### src/rtl/alu_cmd_sender.sv
// alu_cmd_sender: accepts an ALU command (A, B, op) over a valid/ready handshake
// and serialises it onto the ALU's sin line as nine 11-bit packets (99 bits),
// MSB first. The last packet carries the op code plus a CRC-4 over {A, B, 1, op}.
module alu_cmd_sender #(
    parameter int unsigned IDLE_GAP = 2
) (
    input  logic        clk,
    input  logic        rst_n,
    input  logic        req_valid,
    output logic        req_ready,
    input  logic [31:0] req_a,
    input  logic [31:0] req_b,
    input  logic [2:0]  req_op,
    output logic        sin,
    output logic        busy,
    output logic        done
);

    typedef enum logic [1:0] {
        IDLE,
        SHIFT,
        GAP
    } state_t;

    localparam logic [6:0] FRAME_BITS = 7'd99;
    localparam logic [3:0] GAP_LEN    = 4'(IDLE_GAP);

    // CRC-4, x^4+x+1, zero init, augmented: feed the 68 message bits, then four zeros.
    function automatic logic [3:0] crc4(input logic [67:0] msg);
        logic [3:0] c;
        logic       fb;
        c = 4'b0000;
        for (int i = 67; i >= 0; i--) begin
            fb = c[3];
            c  = {c[2:0], msg[i]};
            if (fb) c = c ^ 4'b0011;
        end
        for (int i = 0; i < 4; i++) begin
            fb = c[3];
            c  = {c[2:0], 1'b0};
            if (fb) c = c ^ 4'b0011;
        end
        return c;
    endfunction

    // One packet: start bit 0, type bit (1 = command), payload MSB first, stop bit 1.
    function automatic logic [10:0] packet(input logic is_cmd, input logic [7:0] payload);
        return {1'b0, is_cmd, payload, 1'b1};
    endfunction

    function automatic logic [98:0] build_frame(input logic [31:0] a, input logic [31:0] b,
                                                input logic [2:0] op);
        logic [3:0] crc;
        crc = crc4({a, b, 1'b1, op});
        return {packet(1'b0, a[31:24]), packet(1'b0, a[23:16]),
                packet(1'b0, a[15:8]),  packet(1'b0, a[7:0]),
                packet(1'b0, b[31:24]), packet(1'b0, b[23:16]),
                packet(1'b0, b[15:8]),  packet(1'b0, b[7:0]),
                packet(1'b1, {1'b0, op, crc})};
    endfunction

    state_t      state_q, state_d;
    logic [6:0]  bit_cnt_q, bit_cnt_d;
    logic [3:0]  gap_cnt_q, gap_cnt_d;
    logic [98:0] shreg_q, shreg_d;
    logic        sin_q, sin_d;
    logic        ready_q, ready_d;
    logic        busy_q, busy_d;
    logic        done_q, done_d;
    logic [98:0] frame_w;

    assign frame_w   = build_frame(req_a, req_b, req_op);
    assign req_ready = ready_q;
    assign busy      = busy_q;
    assign done      = done_q;
    assign sin       = sin_q;

    // Next-state logic: capture the frame on handshake, shift one bit per clock, then idle gap.
    always_comb begin
        state_d   = state_q;
        bit_cnt_d = bit_cnt_q;
        gap_cnt_d = gap_cnt_q;
        shreg_d   = shreg_q;
        sin_d     = 1'b1;
        done_d    = 1'b0;
        case (state_q)
            IDLE: begin
                if (req_valid && ready_q) begin
                    sin_d     = frame_w[98];
                    shreg_d   = {frame_w[97:0], 1'b0};
                    bit_cnt_d = 7'd1;
                    state_d   = SHIFT;
                end
            end
            SHIFT: begin
                if (bit_cnt_q == FRAME_BITS) begin
                    done_d    = 1'b1;
                    bit_cnt_d = 7'd0;
                    shreg_d   = '0;
                    if (IDLE_GAP > 0) begin
                        state_d   = GAP;
                        gap_cnt_d = 4'd1;
                    end else begin
                        state_d = IDLE;
                    end
                end else begin
                    sin_d     = shreg_q[98];
                    shreg_d   = {shreg_q[97:0], 1'b0};
                    bit_cnt_d = bit_cnt_q + 7'd1;
                end
            end
            GAP: begin
                if (gap_cnt_q >= GAP_LEN) begin
                    state_d   = IDLE;
                    gap_cnt_d = 4'd0;
                end else begin
                    gap_cnt_d = gap_cnt_q + 4'd1;
                end
            end
            default: state_d = IDLE;
        endcase
        ready_d = (state_d == IDLE);
        busy_d  = !ready_d;
    end

    // State and registered outputs; reset abandons any frame in flight.
    always_ff @(posedge clk or negedge rst_n) begin
        if (!rst_n) begin
            state_q   <= IDLE;
            bit_cnt_q <= 7'd0;
            gap_cnt_q <= 4'd0;
            shreg_q   <= '0;
            sin_q     <= 1'b1;
            ready_q   <= 1'b0;
            busy_q    <= 1'b0;
            done_q    <= 1'b0;
        end else begin
            state_q   <= state_d;
            bit_cnt_q <= bit_cnt_d;
            gap_cnt_q <= gap_cnt_d;
            shreg_q   <= shreg_d;
            sin_q     <= sin_d;
            ready_q   <= ready_d;
            busy_q    <= busy_d;
            done_q    <= done_d;
        end
   end

endmodule

### config.mk
export PLATFORM = sky130hd
export DESIGN_NAME = alu_cmd_sender
export DESIGN_NICKNAME = d
export VERILOG_FILES = /design/src/rtl/alu_cmd_sender.sv
export SDC_FILE = /design/constraint.sdc
export NUM_CORES = 1
export LEC_CHECK = 0
export BUFFER_PORTS_ARGS = -buffer_cell sky130_fd_sc_hd__buf_2
export CAP_MARGIN = 25
export CELL_PAD_IN_SITES_DETAIL_PLACEMENT = 1
export CELL_PAD_IN_SITES_GLOBAL_PLACEMENT = 2
export CORE_UTILIZATION = 38
export CTS_BUF_LIST = sky130_fd_sc_hd__clkbuf_4 sky130_fd_sc_hd__clkbuf_8
export DETAILED_ROUTE_END_ITERATION = 8
export PLACE_DENSITY_LB_ADDON = 0.1
export SLEW_MARGIN = 5
export SYNTH_ARGS = -nofsm -noshare
export SYNTH_HDL_FRONTEND = slang
export SYNTH_SLANG_ARGS = --single-unit
### constraint.sdc
create_clock -name clk -period 2.1 [get_ports clk]
set_input_delay 0.315 -clock clk [delete_from_list [all_inputs] [get_ports clk]]
set_output_delay 0.315 -clock clk [all_outputs]
set_load 0.02 [all_outputs]
-- Word level (Yosys, flattened, before mapping)
Index checks and enable logic that the tools add are counted.
- bits in registers: 116
- word-level logic and storage cells: 178
- bits in read-only memories: 0
- output and inout port bits: 4
- memories kept: 0
- bits in latches: 0
- input port bits: 70
- RAM bits: 0
- bitwise gates (word level): 68
- multiply operators: 0
- shifts and indexed selects: 0
- muxes and demuxes: 86
- magnitude comparators: 1
- equal/unequal tests: 5
- reductions and logical operators: 8
- add/sub/neg operators: 2
- div/mod/pow operators: 0
- operators with widths (cell ; number):
    2-to-1 mux 99 bit ; 2
    one-hot mux 99 bit (2 select lines) ; 1
    2-to-1 mux 2 bit ; 71
    inverter 2 bit ; 68
    2-to-1 mux 7 bit ; 2
    one-hot mux 7 bit (2 select lines) ; 1
    2-to-1 mux 4 bit ; 2
    one-hot mux 4 bit (2 select lines) ; 1
    adder 7 x 1 -> 7 bit (second input constant) ; 1
    equality test 7 bit (second input constant) ; 1
    one-hot mux 2 bit (3 select lines) ; 1
    adder 4 x 1 -> 4 bit (second input constant) ; 1
    >= comparator 4 x 2 -> 1 bit (second input constant) ; 1
    zero test 2 bit ; 2
    2-to-1 mux 1 bit ; 4
    inequality test 2 bit (second input constant) ; 2
    AND reduction 2 bit ; 2
    nonzero test 2 bit ; 2
    equality test 2 x 1 -> 1 bit (second input constant) ; 1
    equality test 2 bit (second input constant) ; 1
    one-hot mux 1 bit (2 select lines) ; 1
    logical AND 1 bit ; 1
    zero test 1 bit ; 1

-- Longest topological paths before layout
Gate-level depths: netlist (run 1).
- word-level depth: 138
- gate-level depth with buffers: 8
- gate-level depth less buffers: 8

-- Worst setup path before layout (run 1)
OpenSTA, ideal clock, no wires.
- path type: input-to-reg
- start: input req_a[30]
- end: register shreg_q[5]
- stages: 8
- path slack: -0.663 ns
- path buffers: 0
- data required time: 2.013 ns
- arrival time: 2.677 ns
- library setup time: 0.087 ns
- cells stage by stage: xnor3_1 > xnor2_2 > xor3_2 > xnor3_2 > xor2_1 > xnor2_2 > xnor3_1 > a211oi_2
- word-level cells in the longest chain between the ends: 51
- elaborated cells on any way between the ends: 123
- classes of those cells: mux: 65; bitwise: 58
- ends and longest elaborated chain (what ; RTL line ; text):
    start, declared ; 11 ; input logic [31:0] req_a,
    2-to-1 mux 2 bit (*) ; 36 ; if (fb) c = c ^ 4'b0011;
    inverter 2 bit (no source line) or 2-to-1 mux 2 bit (tied branches) ; -- ;
    2-to-1 mux 2 bit or inverter 2 bit (tied branches) ; -- ;
    2-to-1 mux 2 bit ; 36 ;
    inverter 2 bit (no source line) or 2-to-1 mux 2 bit (tied branches) ; -- ;
    2-to-1 mux 2 bit or inverter 2 bit (tied branches) ; -- ;
    2-to-1 mux 2 bit ; 36 ;
    inverter 2 bit (no source line) or 2-to-1 mux 2 bit (tied branches) ; -- ;
    [35 not listed] ; -- ;
    2-to-1 mux 2 bit or inverter 2 bit (tied branches) ; -- ;
    inverter 2 bit (no source line) or 2-to-1 mux 2 bit (tied branches) ; -- ;
    2-to-1 mux 2 bit ; 36 ;
    2-to-1 mux 2 bit or inverter 2 bit (tied branches) ; -- ;
    inverter 2 bit (no source line) or 2-to-1 mux 2 bit (tied branches) ; -- ;
    2-to-1 mux 2 bit (*) ; 41 ; if (fb) c = c ^ 4'b0011;
    2-to-1 mux 99 bit (*) ; 88 ; if (req_valid && ready_q) begin
    one-hot mux 99 bit (2 select lines) (*) ; 86 ; case (state_q)
    end signal, assigned ; 141 ; shreg_q <= shreg_d;
    end, declared ; 65 ; logic [98:0] shreg_q, shreg_d;
Every way passes the cells marked *; elsewhere a longest branch is shown, timed or not. The select of a mux whose other input is x is not followed.
A chain may end at the register's enable or synchronous reset.

-- Worst setup path in the final report (run 1)
- start: input req_a[29]
- end: register shreg_q[5]
- word-level cells in the longest chain between the ends: 49
- elaborated cells on any way between the ends: 121
- classes of those cells: mux: 64; bitwise: 57
- ends and longest elaborated chain (what ; RTL line):
    2-to-1 mux 2 bit (*) ; 36
    inverter 2 bit (no source line) or 2-to-1 mux 2 bit (tied branches) ; --
    2-to-1 mux 2 bit or inverter 2 bit (tied branches) (2 in a row) ; --
    inverter 2 bit (no source line) or 2-to-1 mux 2 bit (tied branches) ; --
    2-to-1 mux 2 bit or inverter 2 bit (tied branches) (2 in a row) ; --
    inverter 2 bit (no source line) or 2-to-1 mux 2 bit (tied branches) ; --
    2-to-1 mux 2 bit or inverter 2 bit (tied branches) (2 in a row) ; --
    inverter 2 bit (no source line) or 2-to-1 mux 2 bit (tied branches) ; --
    [27 not listed] ; --
    2-to-1 mux 2 bit or inverter 2 bit (tied branches) (2 in a row) ; --
    inverter 2 bit (no source line) or 2-to-1 mux 2 bit (tied branches) ; --
    2-to-1 mux 2 bit or inverter 2 bit (tied branches) (3 in a row) ; --
    2-to-1 mux 2 bit (tied with other cells) ; 41
    inverter 2 bit (no source line) or 2-to-1 mux 2 bit (tied branches) ; --
    2-to-1 mux 2 bit (*) ; 41
    2-to-1 mux 99 bit (*) ; 88
    one-hot mux 99 bit (2 select lines) (*) ; 86
Marked as above.

==> metrics.md, run 1 <==
| Metric | Value |
|---|---|
| Status | `finished, violations left` |
| Failing checks | `setup timing` |
| Unrepaired setup endpoints after global routing | `yes` |
| Clk slew on worst S/H paths | `0.07 ns` |
| Count leader, synth | `nand2_1` |
| Post-synth top area share | `46.8%` |
| Final Worst Setup Slack | `-0.160 ns` |
| Routed Antenna Nets | `0` |
| Clock Latency Late Sink | `0.44 ns` |
| Hold path depth | `3` |
| Final #Nets | `864` |
| CP Launch Type | `primary input` |
| Sequential element share of the synthesized area | `47.2%` |
| TritonCTS clock tree | `built` |
| Top post-synthesis cells by area | `dfrtp_1 (47%), xnor2_1 (9.8%), nand2_1 (9.0%)` |
| Post-synth EDFFs | `0` |
| Initial antenna violation count | `0` |
| Initial Util | `39.5%` |
| Sw Ratio | `35.5%` |
| Crit. Startpoint | `req_a[29]` |
| Slew @ Worst Pin | `0.644 ns` |
| Ys async rst share | `100%` |
| Clk network pwr share | `17.4%` |
| Synthesized area | `6100 sq um` |
| Crit path required time | `2.45 ns` |
| Routed Wire Length | `19000 um` |
| Fin area | `8090 sq um` |
| First-pass GRT wire length | `30200 um` |
| Wire length per cell | `18.7 um` |
| Max cap viols | `0` |
| Final min period | `2.26 ns` |
| Max incr delay on CP | `0.41 ns` |
| Post-synth top cells | `nand2_1 (146), dfrtp_1 (114), a21oi_1 (79), a31oi_1 (68), xnor2_1 (68)` |
| Number of hold violations in the final report | `0` |
| CTS sink count | `115` |
| Port Buf Inserts | `73` |
| DRC | `0` |
| CTS Buffer Depth | `2` |
| Peak Freq | `443 MHz` |
| Drt initial violations | `326` |
| Worst Setup Path Type | `in2reg` |
| Min-delay src | `req_b[10]` |
| Antenna diode count | `0` |
| Syn Nets | `722` |
| Comb power frac | `49.2%` |
| Relative slew slack | `57.1%` |
| FF-to-FF Start | `bit_cnt_q[0]` |
| Ys flop type | `dfrtp_1` |
| Synth Instances | `649` |
| RD Place Congestion | `0.852` |
| Sw Pwr | `0.00399 W` |
| #FFs+latches synth | `115` |
| Critical Path, Cell by Cell | `buf_4 -> buf_6 -> xnor2_4 -> xnor2_2 -> xnor2_2 -> buf_4 -> buf_4 -> xnor3_1 -> xnor2_2 -> xnor2_4 -> xnor3_1 -> a211oi_2` |
| Pin count of the biggest net entering global routing | `69` |
| Setup violators final | `4` |
| Overflow after GRT | `0` |
| First drt pass iteration count | `5` |
| P_leak | `3.74 nW` |
| Min-delay worst type | `in2reg` |
| Critical path capture point type | `flop` |
| Sequential fraction of design power | `33.4%` |
| Die height | `129 um` |
| Maximum VDD drop | `0.834 mV` |
| Core area | `15400 sq um` |
| Tcrit/Tclk final | `108%` |
| Row count | `45` |
| Cell taking the most area after synthesis | `dfrtp_1` |
| Max FO, Critical Path | `2` |
| Detailed placement HPWL | `12600 um` |
| Clk_skew | `0.00977 ns` |
| PwrDens | `1390 nW/um^2` |
| Vias per inst | `5.24` |
| Setup WS pre-CTS | `-0.779 ns` |
| Slowest-stage cell, CP | `xnor3_1` |
| FF-to-FF path depth | `8` |
| Post-DP Area | `7350 sq um` |
| Syn Area/Cell | `9.40 sq um` |
| Area Overhead vs Synth | `32.6%` |
| CTS buffer count | `17` |
| Max-slew violations | `0` |
| Synth cell types | `30` |
| Layout cells sized above 1 | `30.0%` |
| Die W | `129 um` |
| Clock Tree Root | `clkbuf_8` |
| Via count | `5317` |
| H-tree depth | `4` |
| GRT Util Overall | `24.1%` |
| Worst path arrival time | `2.61 ns` |
| Number of I/O pins | `74` |
| Fillers | `1773` |
| Synth warn | `0` |
| Hold Slack | `0.142 ns` |
| Power Internal | `0.00724 W` |
| Die area | `16600 sq um` |
| Vias in the first global route | `5544` |
[worst paths after layout]
kind	to	slack, ns
min reg2reg	shreg_q[1]	0.49
max	shreg_q[5]	-0.16
max reg2reg	bit_cnt_q[5]	0.23
max in group asynchronous	bit_cnt_q[1]	1.00
min	shreg_q[26]	0.14
min in group asynchronous	shreg_q[97]	0.44
[cells by family (layout without fill, tap and decap cells)]
kind of cell / after synthesis / in the layout / synth area share [%]
DFF: 115 / 115 / 47.2
buffers and inverters: 49 / 203 / 3.02
AOI/OAI and AO/OA: 187 / 187 / 18.3
xor gates and xnor gates: 101 / 101 / 18.2
adders and majority gates: 3 / 3 / 0.616
and+or+nand+nor: 194 / 194 / 12.7
[worst max-delay path, delay by kind of cell]
kind                   cells  cell delay, ns
AO/OA/AOI/OAI              1            0.20
XOR/XNOR                   7            1.59
buffers and inverters      4            0.49
[cells in the final DEF (no fill, tap or decap), types with 21 or more instances in the layout]
master,n
buf_2,66
nor2_1,24
a21oi_1,79
dfrtp_1,114
nand2_1,146
a22o_1,21
buf_4,89
a31oi_1,68
xnor2_1,42
xnor2_2,24
[stage by stage]
step	TNS, ns	instances	utilization (%)	total power, W
global placement	-2.40	976	47.6	0.00820
global route	-0.657	1014	52.4	0.0119
CTS	-0.604	1011	51.4	0.0109
floorplan	-1.86	649	-	0.00691
detailed placement	-2.90	976	47.6	0.00843
finish	-0.496	1014	52.4	0.0112
[area by class of cell]
class | instances | area, sq um | share of cell area [%]
Clock buffer | 21 | 277 | 3.42
Timing Repair Buffer | 170 | 1220 | 15.1
Sequential cell | 115 | 2880 | 35.6
Multi-Input combinational cell | 485 | 3350 | 41.4
Clock inverter | 10 | 85.1 | 1.05
Inverter | 2 | 7.51 | 0.0929
Tap cell | 211 | 264 | 3.27
[layer usage]
metal	global-route usage (%)	share of wire, %	up-vias	wire length, um
met5	0	0	-	0
met4	6.57	1.6	0	309
met3	5.03	3.4	21	640
met2	38.7	49	90	9350
met1	33.0	46	2690	8690
li1	-	-	2516	-
[flip-flops by register name, summed over array words and instances, names as in the netlist]
signal and count:
bit_cnt_q 7, done 1, shreg_q 98, sin 1
state_q 2, req_ready 1, gap_cnt_q 4, busy 1
[power by group through the flow]
stage	Combinational [W]	Clock, W	Sequential (W)
final	0.00552	0.00196	0.00375
after global routing	0.00596	0.00213	0.00385
after CTS	0.00513	0.00201	0.00373
after detailed placement	0.00468	0	0.00375
after global placement	0.00449	0	0.00371
after floorplan	0.00332	0	0.00358
[repair_timing]
item	CTS	global route
setup buffers	3	5
hold endpoints to repair	39	0
setup endpoints to repair	4	7
pin swaps	14	18
hold buffers	1	0
gates resized for setup	30	21
Power figures use the tool's default switching activity.
==> inputs of run 2 (changes only) <==
--- a/config.mk
+++ b/config.mk
@@ -13,6 +13,7 @@
 export CTS_BUF_LIST = sky130_fd_sc_hd__clkbuf_4 sky130_fd_sc_hd__clkbuf_8
 export DETAILED_ROUTE_END_ITERATION = 8
 export PLACE_DENSITY_LB_ADDON = 0.1
+export RECOVER_POWER = 25
 export SLEW_MARGIN = 5
 export SYNTH_ARGS = -nofsm -noshare
 export SYNTH_HDL_FRONTEND = slang
==> run 2 against run 1 <==
The run still ends with setup timing left; final area down 0.22%; wire length about the same; critical path depth unchanged.
==> metrics.md, run 2 (synthesis gave the netlist of run 1 again) <==
| Metric | Value |
|---|---|
| Core area | `15400 sq um (unchanged)` |
| Status | `finished, violations left (unchanged)` |
| DRC | `0 (unchanged)` |
| Maximum VDD drop | `0.834 mV (about the same)` |
| Initial Util | `39.5% (unchanged)` |
| Max FO, Critical Path | `2 (unchanged)` |
| CP Launch Type | `primary input (unchanged)` |
| GRT Util Overall | `24.1% (unchanged)` |
| Crit path max-delay family | `XOR/XNOR gates (unchanged)` |
| Fillers | `1775 (was 1773)` |
| Final Util | `52.3% (was 52.4%)` |
| Via count | `5316 (was 5317)` |
| Wire length per cell | `18.7 um (about the same)` |
| Vias per inst | `5.24 (about the same)` |
| Drt initial violations | `329 (was 326)` |
| Routed Antenna Nets | `0 (unchanged)` |
| Final Worst Setup Slack | `-0.160 ns (about the same)` |
| Relative slew slack | `19.6% (was 57.1%)` |
| Slew @ Worst Pin | `1.21 ns (was 0.644 ns)` |
| Hold Slack | `0.142 ns (about the same)` |
| PwrDens | `1390 nW/um^2 (about the same)` |
| Initial antenna violation count | `0 (unchanged)` |
| Routed wl met3 | `660 um (was 640 um)` |
| First drt pass iteration count | `5 (unchanged)` |
| Largest Register | `shreg_q (unchanged)` |
| Fin area | `8070 sq um (was 8090 sq um)` |
| Max incr delay on CP | `0.41 ns (about the same)` |
| Worst Setup Path Type | `in2reg (unchanged)` |
| Overflow after GRT | `0 (unchanged)` |
| Commonest non-fill, non-tap cell in the layout | `nand2_1 (unchanged)` |
| Die W | `129 um (unchanged)` |
| CTS buffer count | `17 (unchanged)` |
| Area Overhead vs Synth | `32.3% (was 32.6%)` |
| RD Place Congestion | `0.852 (unchanged)` |
| Tcrit/Tclk final | `108% (about the same)` |
| Final min period | `2.26 ns (about the same)` |
| Multi-input logic area | `3350 sq um (unchanged)` |
| Routed Wire Length | `19000 um (about the same)` |
| CTS Buffer Depth | `2 (unchanged)` |
| Clk slew on worst S/H paths | `0.07 ns (about the same)` |
| Setup violators final | `4 (unchanged)` |
| Crit path required time | `2.45 ns (about the same)` |
| M1 WL | `8670 um (was 8690 um)` |
| Detailed placement HPWL | `12600 um (unchanged)` |
| First-pass GRT wire length | `30200 um (unchanged)` |
| Clk_skew | `0.00975 ns (was 0.00977 ns)` |
| CTS sink count | `115 (unchanged)` |
| Top Metal Used | `met4 (unchanged)` |
| Critical path capture point type | `flop (unchanged)` |
| Row count | `45 (unchanged)` |
| Most frequent cells in the layout | `nand2_1 (146), dfrtp_1 (114), buf_4 (88), a21oi_1 (79), a31oi_1 (68) (was nand2_1 (146), dfrtp_1 (114), buf_4 (89), a21oi_1 (79), a31oi_1 (68))` |
| Final #Nets | `864 (unchanged)` |
| Number of I/O pins | `74 (unchanged)` |
| CP Buf/Inv Count | `4 (unchanged)` |
| Min-delay worst type | `in2reg (unchanged)` |
| Post-DP Area | `7350 sq um (unchanged)` |
| Max-slew violations | `0 (unchanged)` |
| Number of hold violations in the final report | `0 (unchanged)` |
| Top Registers | `shreg_q x98, bit_cnt_q x7, gap_cnt_q x4 (unchanged)` |
| Failing checks | `setup timing (unchanged)` |
| Layout cells sized above 1 | `30.0% (unchanged)` |
| Clock Latency Late Sink | `0.44 ns (about the same)` |
| Clock Tree Root | `clkbuf_8 (unchanged)` |
| Max cap viols | `0 (unchanged)` |
| Peak Freq | `443 MHz (about the same)` |
| Worst path arrival time | `2.61 ns (about the same)` |
| Reg area | `2880 sq um (unchanged)` |
| Met2 WL | `9340 um (was 9350 um)` |
| Vias in the first global route | `5544 (unchanged)` |
| TritonCTS clock tree | `built (unchanged)` |
| Flip-flop count of the largest register after layout | `98 (unchanged)` |
| Antenna diode count | `0 (unchanged)` |
| Tot Pwr | `0.0112 W (about the same)` |
| Pin count of the biggest net entering global routing | `69 (unchanged)` |
| Slowest-stage cell, CP | `xnor3_1 (unchanged)` |
| Critical Path, Cell by Cell | `buf_4 -> buf_6 -> xnor2_4 -> xnor2_2 -> xnor2_2 -> buf_4 -> buf_4 -> xnor3_1 -> xnor2_2 -> xnor2_4 -> xnor3_1 -> a211oi_2 (unchanged)` |
| Unrepaired setup endpoints after global routing | `yes (unchanged)` |
| P_leak | `3.74 nW (about the same)` |
| Die height | `129 um (unchanged)` |
| Die area | `16600 sq um (unchanged)` |
| Port Buf Inserts | `73 (unchanged)` |
| H-tree depth | `4 (unchanged)` |
==> run 2: area by class of cell <==
type                       instances  share of cell area (%)
clock buffer                      21                    3.43
clock inverter                    10                    1.05
inverter                           2                  0.0931
multi-input combinational        485                    41.5
sequential                       115                    35.7
tap                              211                    3.27
timing repair buffer             170                    14.9
==> run 2: final timing paths <==
check / from / end / slack, ns / depth (start not counted)
worst min-delay path: req_b[10] / shreg_q[26] / 0.14 / 3
worst max-delay path: req_a[29] / shreg_q[5] / -0.16 / 12
worst max register to register: bit_cnt_q[0] / bit_cnt_q[5] / 0.23 / 8
worst min register to register: shreg_q[1] / shreg_q[1] / 0.49 / 2
min in group asynchronous: rst_n / shreg_q[97] / 0.66 / 2
max in group asynchronous: rst_n / shreg_q[70] / 0.23 / 3
==> run 2: where the power goes <==
group          leakage, nW  switching (W)  internal [W]  total (W)
combinational         2.25        0.00244       0.00308    0.00552
sequential            1.30       0.000593       0.00315    0.00375
clock                0.192       0.000950       0.00101    0.00196
==> run 2: timing repair <==
item,in CTS,in global routing
pin swaps,14,18
setup buffers,3,5
endpoints found under the setup margin,4,7
hold buffers,1,0
hold endpoints to repair,39,0
gates resized for setup,30,21
==> run 2: metrics by stage <==
stage	std cells	TNS, ns	setup slack, ns
after floorplan	649	-1.86	-0.561
after global placement	976	-2.40	-0.651
after detailed placement	976	-2.90	-0.779
after CTS	1011	-0.604	-0.217
after global routing	1014	-1.86	-0.214
final	1014	-0.501	-0.160
==> run 2: worst reg2reg max path, delay by kind of cell (launching register included) <==
family | cells | cell delay (ns)
AOI/OAI and AO/OA | 2 | 0.39
adders and majority gates | 1 | 0.17
buffers and inverters | 2 | 0.32
DFF | 1 | 0.39
and+or+nand+nor | 3 | 0.48
==> run 2: metal layers <==
| metal | track usage (%) | up-vias |
|---|---|---|
| met3 | 5.03 | 21 |
| met5 | 0 | - |
| li1 | - | 2515 |
| met2 | 38.7 | 92 |
| met4 | 6.57 | 0 |
| met1 | 33.0 | 2688 |
==> inputs of run 3 (changes only) <==
--- a/config.mk
+++ b/config.mk
@@ -5,11 +5,12 @@
 export SDC_FILE = /design/constraint.sdc
 export NUM_CORES = 1
 export LEC_CHECK = 0
+export ABC_AREA = 1
 export BUFFER_PORTS_ARGS = -buffer_cell sky130_fd_sc_hd__buf_2
 export CAP_MARGIN = 25
 export CELL_PAD_IN_SITES_DETAIL_PLACEMENT = 1
 export CELL_PAD_IN_SITES_GLOBAL_PLACEMENT = 2
-export CORE_UTILIZATION = 38
+export CORE_UTILIZATION = 34
 export CTS_BUF_LIST = sky130_fd_sc_hd__clkbuf_4 sky130_fd_sc_hd__clkbuf_8
 export DETAILED_ROUTE_END_ITERATION = 8
 export PLACE_DENSITY_LB_ADDON = 0.1
==> run 3 against run 2 <==
The run still ends with setup timing left; die area is 46% higher; flip-flop and latch count stayed put; synthesized area is 32% higher; first-iteration DRC count is 8.8% lower; clock skew is 0.0052 ns higher; count of clock-buffer cells in the layout is 1 lower; utilization is 0.33 points higher; critical path depth is 47 higher; wire length is 35% higher; fmax is 59% lower; highest routed layer unchanged.
==> metrics.md, run 3 <==
| Metric | Value |
|---|---|
| Initial antenna violation count | `0 (unchanged)` |
| Commonest non-fill, non-tap cell in the layout | `nand2_1 (unchanged)` |
| Synth Instances | `1233 (was 649)` |
| H-tree depth | `4 (unchanged)` |
| #FFs+latches synth | `115 (unchanged)` |
| Die height | `156 um (was 129 um)` |
| Crit. Startpoint | `req_a[29] (unchanged)` |
| GRT Util Overall | `20.1% (was 24.1%)` |
| CTS buffer count | `17 (unchanged)` |
| Clock Latency Late Sink | `0.42 ns (was 0.44 ns)` |
| Via count | `8606 (was 5316)` |
| Register-to-register setup slack | `0.33 ns (was 0.23 ns)` |
| CP most frequent cell | `nand2_4` |
| Syn Area/Cell | `6.51 sq um (was 9.40 sq um)` |
| Layout cells sized above 1 | `47.3% (was 30.0%)` |
| Routed Wire Length | `25600 um (was 19000 um)` |
| Wire length per cell | `15.2 um (was 18.7 um)` |
| Adder-cell share of the synthesized area | `0.467% (was 0.616%)` |
| CTS Buffer Depth | `2 (unchanged)` |
| Unrepaired setup endpoints after global routing | `yes (unchanged)` |
| Drt initial violations | `300 (was 329)` |
| Hold EP | `sin (was shreg_q[26])` |
| Crit Reg-Reg Endpoint | `shreg_q[78] (was bit_cnt_q[5])` |
| Clock Tree Root | `clkbuf_8 (unchanged)` |
| Multiplexer area fraction after synthesis | `0.125% (was 0%)` |
| FF-to-FF Start | `state_q[0] (was bit_cnt_q[0])` |
| Max cap viols | `0 (unchanged)` |
| Relative slew slack | `19.7% (was 19.6%)` |
| FF-to-FF path depth | `7 (was 8)` |
| Max incr delay on CP | `0.21 ns (was 0.41 ns)` |
| Clk_skew | `0.0149 ns (was 0.00975 ns)` |
| Final min period | `5.49 ns (was 2.26 ns)` |
| Area Overhead vs Synth | `50.1% (was 32.3%)` |
| Ys flop type | `dfrtp_1 (unchanged)` |
| Vias in the first global route | `8474 (was 5544)` |
| Final #Nets | `1434 (was 864)` |
| Critical path capture point type | `flop (unchanged)` |
| Syn Nets | `1306 (was 722)` |
| Initial Util | `35.1% (was 39.5%)` |
| Max-slew violations | `0 (unchanged)` |
| Worst Setup Path Type | `in2reg (unchanged)` |
| Largest Register | `shreg_q (unchanged)` |
| CTS sink count | `115 (unchanged)` |
| Detailed placement HPWL | `17200 um (was 12600 um)` |
| Max FO, Critical Path | `5 (was 2)` |
| Most frequent cells in the layout | `nand2_1 (172), nand2_2 (147), nand2_4 (124), dfrtp_1 (114), nand3_2 (93) (was nand2_1 (146), dfrtp_1 (114), buf_4 (88), a21oi_1 (79), a31oi_1 (68))` |
| Number of hold violations in the final report | `0 (unchanged)` |
| Vias per inst | `5.12 (was 5.24)` |
| Cell taking the most area after synthesis | `dfrtp_1 (unchanged)` |
| Worst path arrival time | `5.83 ns (was 2.61 ns)` |
| Number of I/O pins | `74 (unchanged)` |
| Tcrit/Tclk final | `261% (was 108%)` |
| Count leader, synth | `nand2_1 (unchanged)` |
| Slowest-stage cell, CP | `nand3b_1 (was xnor3_1)` |
| Die area | `24200 sq um (was 16600 sq um)` |
| Sequential element share of the synthesized area | `35.8% (was 47.2%)` |
| Hold Slack | `0.201 ns (was 0.142 ns)` |
| Die W | `156 um (was 129 um)` |
| Min-delay worst type | `in2reg (unchanged)` |
| Synthesized area | `8030 sq um (was 6100 sq um)` |
| Synth warn | `0 (unchanged)` |
| Status | `finished, violations left (unchanged)` |
| Antenna diode count | `0 (unchanged)` |
| Pin count of the biggest net entering global routing | `75 (was 69)` |
| Failing checks | `setup timing (unchanged)` |
| Ys async rst share | `100% (unchanged)` |
| Combinational family with the most area after synthesis | `simple AND/OR/NAND/NOR gates (was compound AO/OA/AOI/OAI gates)` |
| Xor-xnor portion of the synthesized cell area | `1.17% (was 18.2%)` |
| Row count | `55 (was 45)` |
| Top post-synthesis cells by area | `dfrtp_1 (36%), nand2_1 (18%), nand3_1 (13%) (was dfrtp_1 (47%), xnor2_1 (9.8%), nand2_1 (9.0%))` |
| Port Buf Inserts | `73 (unchanged)` |
| CP Launch Type | `primary input (unchanged)` |
| Peak Freq | `182 MHz (was 443 MHz)` |
| RD Place Congestion | `0.799 (was 0.852)` |
| Setup violators final | `4 (unchanged)` |
| Slew @ Worst Pin | `1.21 ns (about the same)` |
| Flip-flop count of the largest register after layout | `98 (unchanged)` |
| Post-synth EDFFs | `0 (unchanged)` |
| Synth cell types | `34 (was 30)` |
| Clk slew on worst S/H paths | `0.06 ns (was 0.07 ns)` |
| Routed Antenna Nets | `0 (unchanged)` |
| Final Worst Setup Slack | `-3.39 ns (was -0.160 ns)` |
| First-pass GRT wire length | `40400 um (was 30200 um)` |
| Post-synth top cells | `nand2_1 (387), nand3_1 (206), dfrtp_1 (114), inv_1 (99), nor2_1 (85) (was nand2_1 (146), dfrtp_1 (114), a21oi_1 (79), a31oi_1 (68), xnor2_1 (68))` |
| Hold path depth | `4 (was 3)` |
| Overflow after GRT | `0 (unchanged)` |
| Post-synth top area share | `35.5% (was 46.8%)` |
| Post-Synth Simple-Gate Area | `42.9% (was 12.7%)` |
| DRC | `0 (unchanged)` |
| Compound-gate portion of the synthesized area | `11.9% (was 18.3%)` |
| Top Registers | `shreg_q x98, bit_cnt_q x7, gap_cnt_q x4 (unchanged)` |
| Core area | `22900 sq um (was 15400 sq um)` |
| TritonCTS clock tree | `built (unchanged)` |
| Crit path required time | `2.45 ns (about the same)` |
| Min-delay src | `req_valid (was req_b[10])` |
| Final Util | `52.6% (was 52.3%)` |
| First drt pass iteration count | `4 (was 5)` |
run 3: changes by cell type after synthesis, moves of 22 or more:
cell / change
o21ai_0: +68
a31oi_1: -67
inv_2: +22
nor2_1: +61
nand2_2: +55
inv_1: +97
nand3_1: +203
xnor2_1: -67
nand2_1: +241
run 3: through the flow:
stage / TNS [ns] / setup WS [ns] / instance area [sq um] / cells
final: -13.41 / -3.39 / 12100 / 1682
after global routing: -15.23 / -3.83 / 12100 / 1682
after CTS: -12.60 / -3.19 / 10200 / 1677
after detailed placement: -15.40 / -3.89 / 9260 / 1646
after global placement: -14.66 / -3.69 / 9260 / 1646
after floorplan: -10.47 / -2.65 / 8100 / 1233
run 3: cells by family (layout without fill, tap and decap cells):
group | count (synthesis) | count (layout)
AND/OR/NAND/NOR | 766 | 766
flip-flops | 115 | 115
AO/OA/AOI/OAI | 182 | 182
buffers and inverters | 160 | 296
multiplexers | 1 | 1
XOR/XNOR | 6 | 6
adder cells (fa/ha/maj) | 3 | 3
run 3: how the worst max path moves through the flow:
stage / to / cells after the start / slack, ns
3_5_place_dp: shreg_q[4] / 60 / -3.89
4_1_cts: shreg_q[4] / 60 / -3.19
6_report: shreg_q[4] / 59 / -3.39
2_1_floorplan: shreg_q[3] / 59 / -2.65
5_1_grt: shreg_q[4] / 62 / -3.83
3_3_place_gp: shreg_q[3] / 58 / -3.69
run 3: cell type report:
cell class | instances | area, sq um
Inverter | 122 | 477
Clock inverter | 7 | 62.6
Timing Repair Buffer | 147 | 962
Multi-Input combinational cell | 958 | 7020
Tap cell | 313 | 392
Clock buffer | 20 | 269
Sequential cell | 115 | 2880
Fill cell | 2809 | 10900
run 3: repair_timing:
| item | 4_1_cts | 5_1_grt |
|---|---|---|
| pin swaps | 69 | 116 |
| setup buffers | 3 | 5 |
| gates resized for setup | 149 | 418 |
| hold buffers | 1 | 0 |
| endpoints found under the hold margin | 114 | 0 |
| endpoints found under the setup margin | 4 | 4 |
run 3: critical path, delay by kind of cell:
kind	cells	cell delay (ns)
buf+inv	7	0.57
compound gates	1	0.14
simple gates	51	4.77
run 3: routing by layer:
metal | share of wire (%) | vias up | GRT usage, %
met5 | 0 | - | 0
met4 | 0.67 | 0 | 3.31
met3 | 1.6 | 16 | 2.58
met2 | 51 | 72 | 34.4
met1 | 46 | 4236 | 27.4
li1 | - | 4282 | -
Power of run 3 is not shown: default switching activity piles up to over one toggle a cycle in this logic, so the estimate is an artifact.
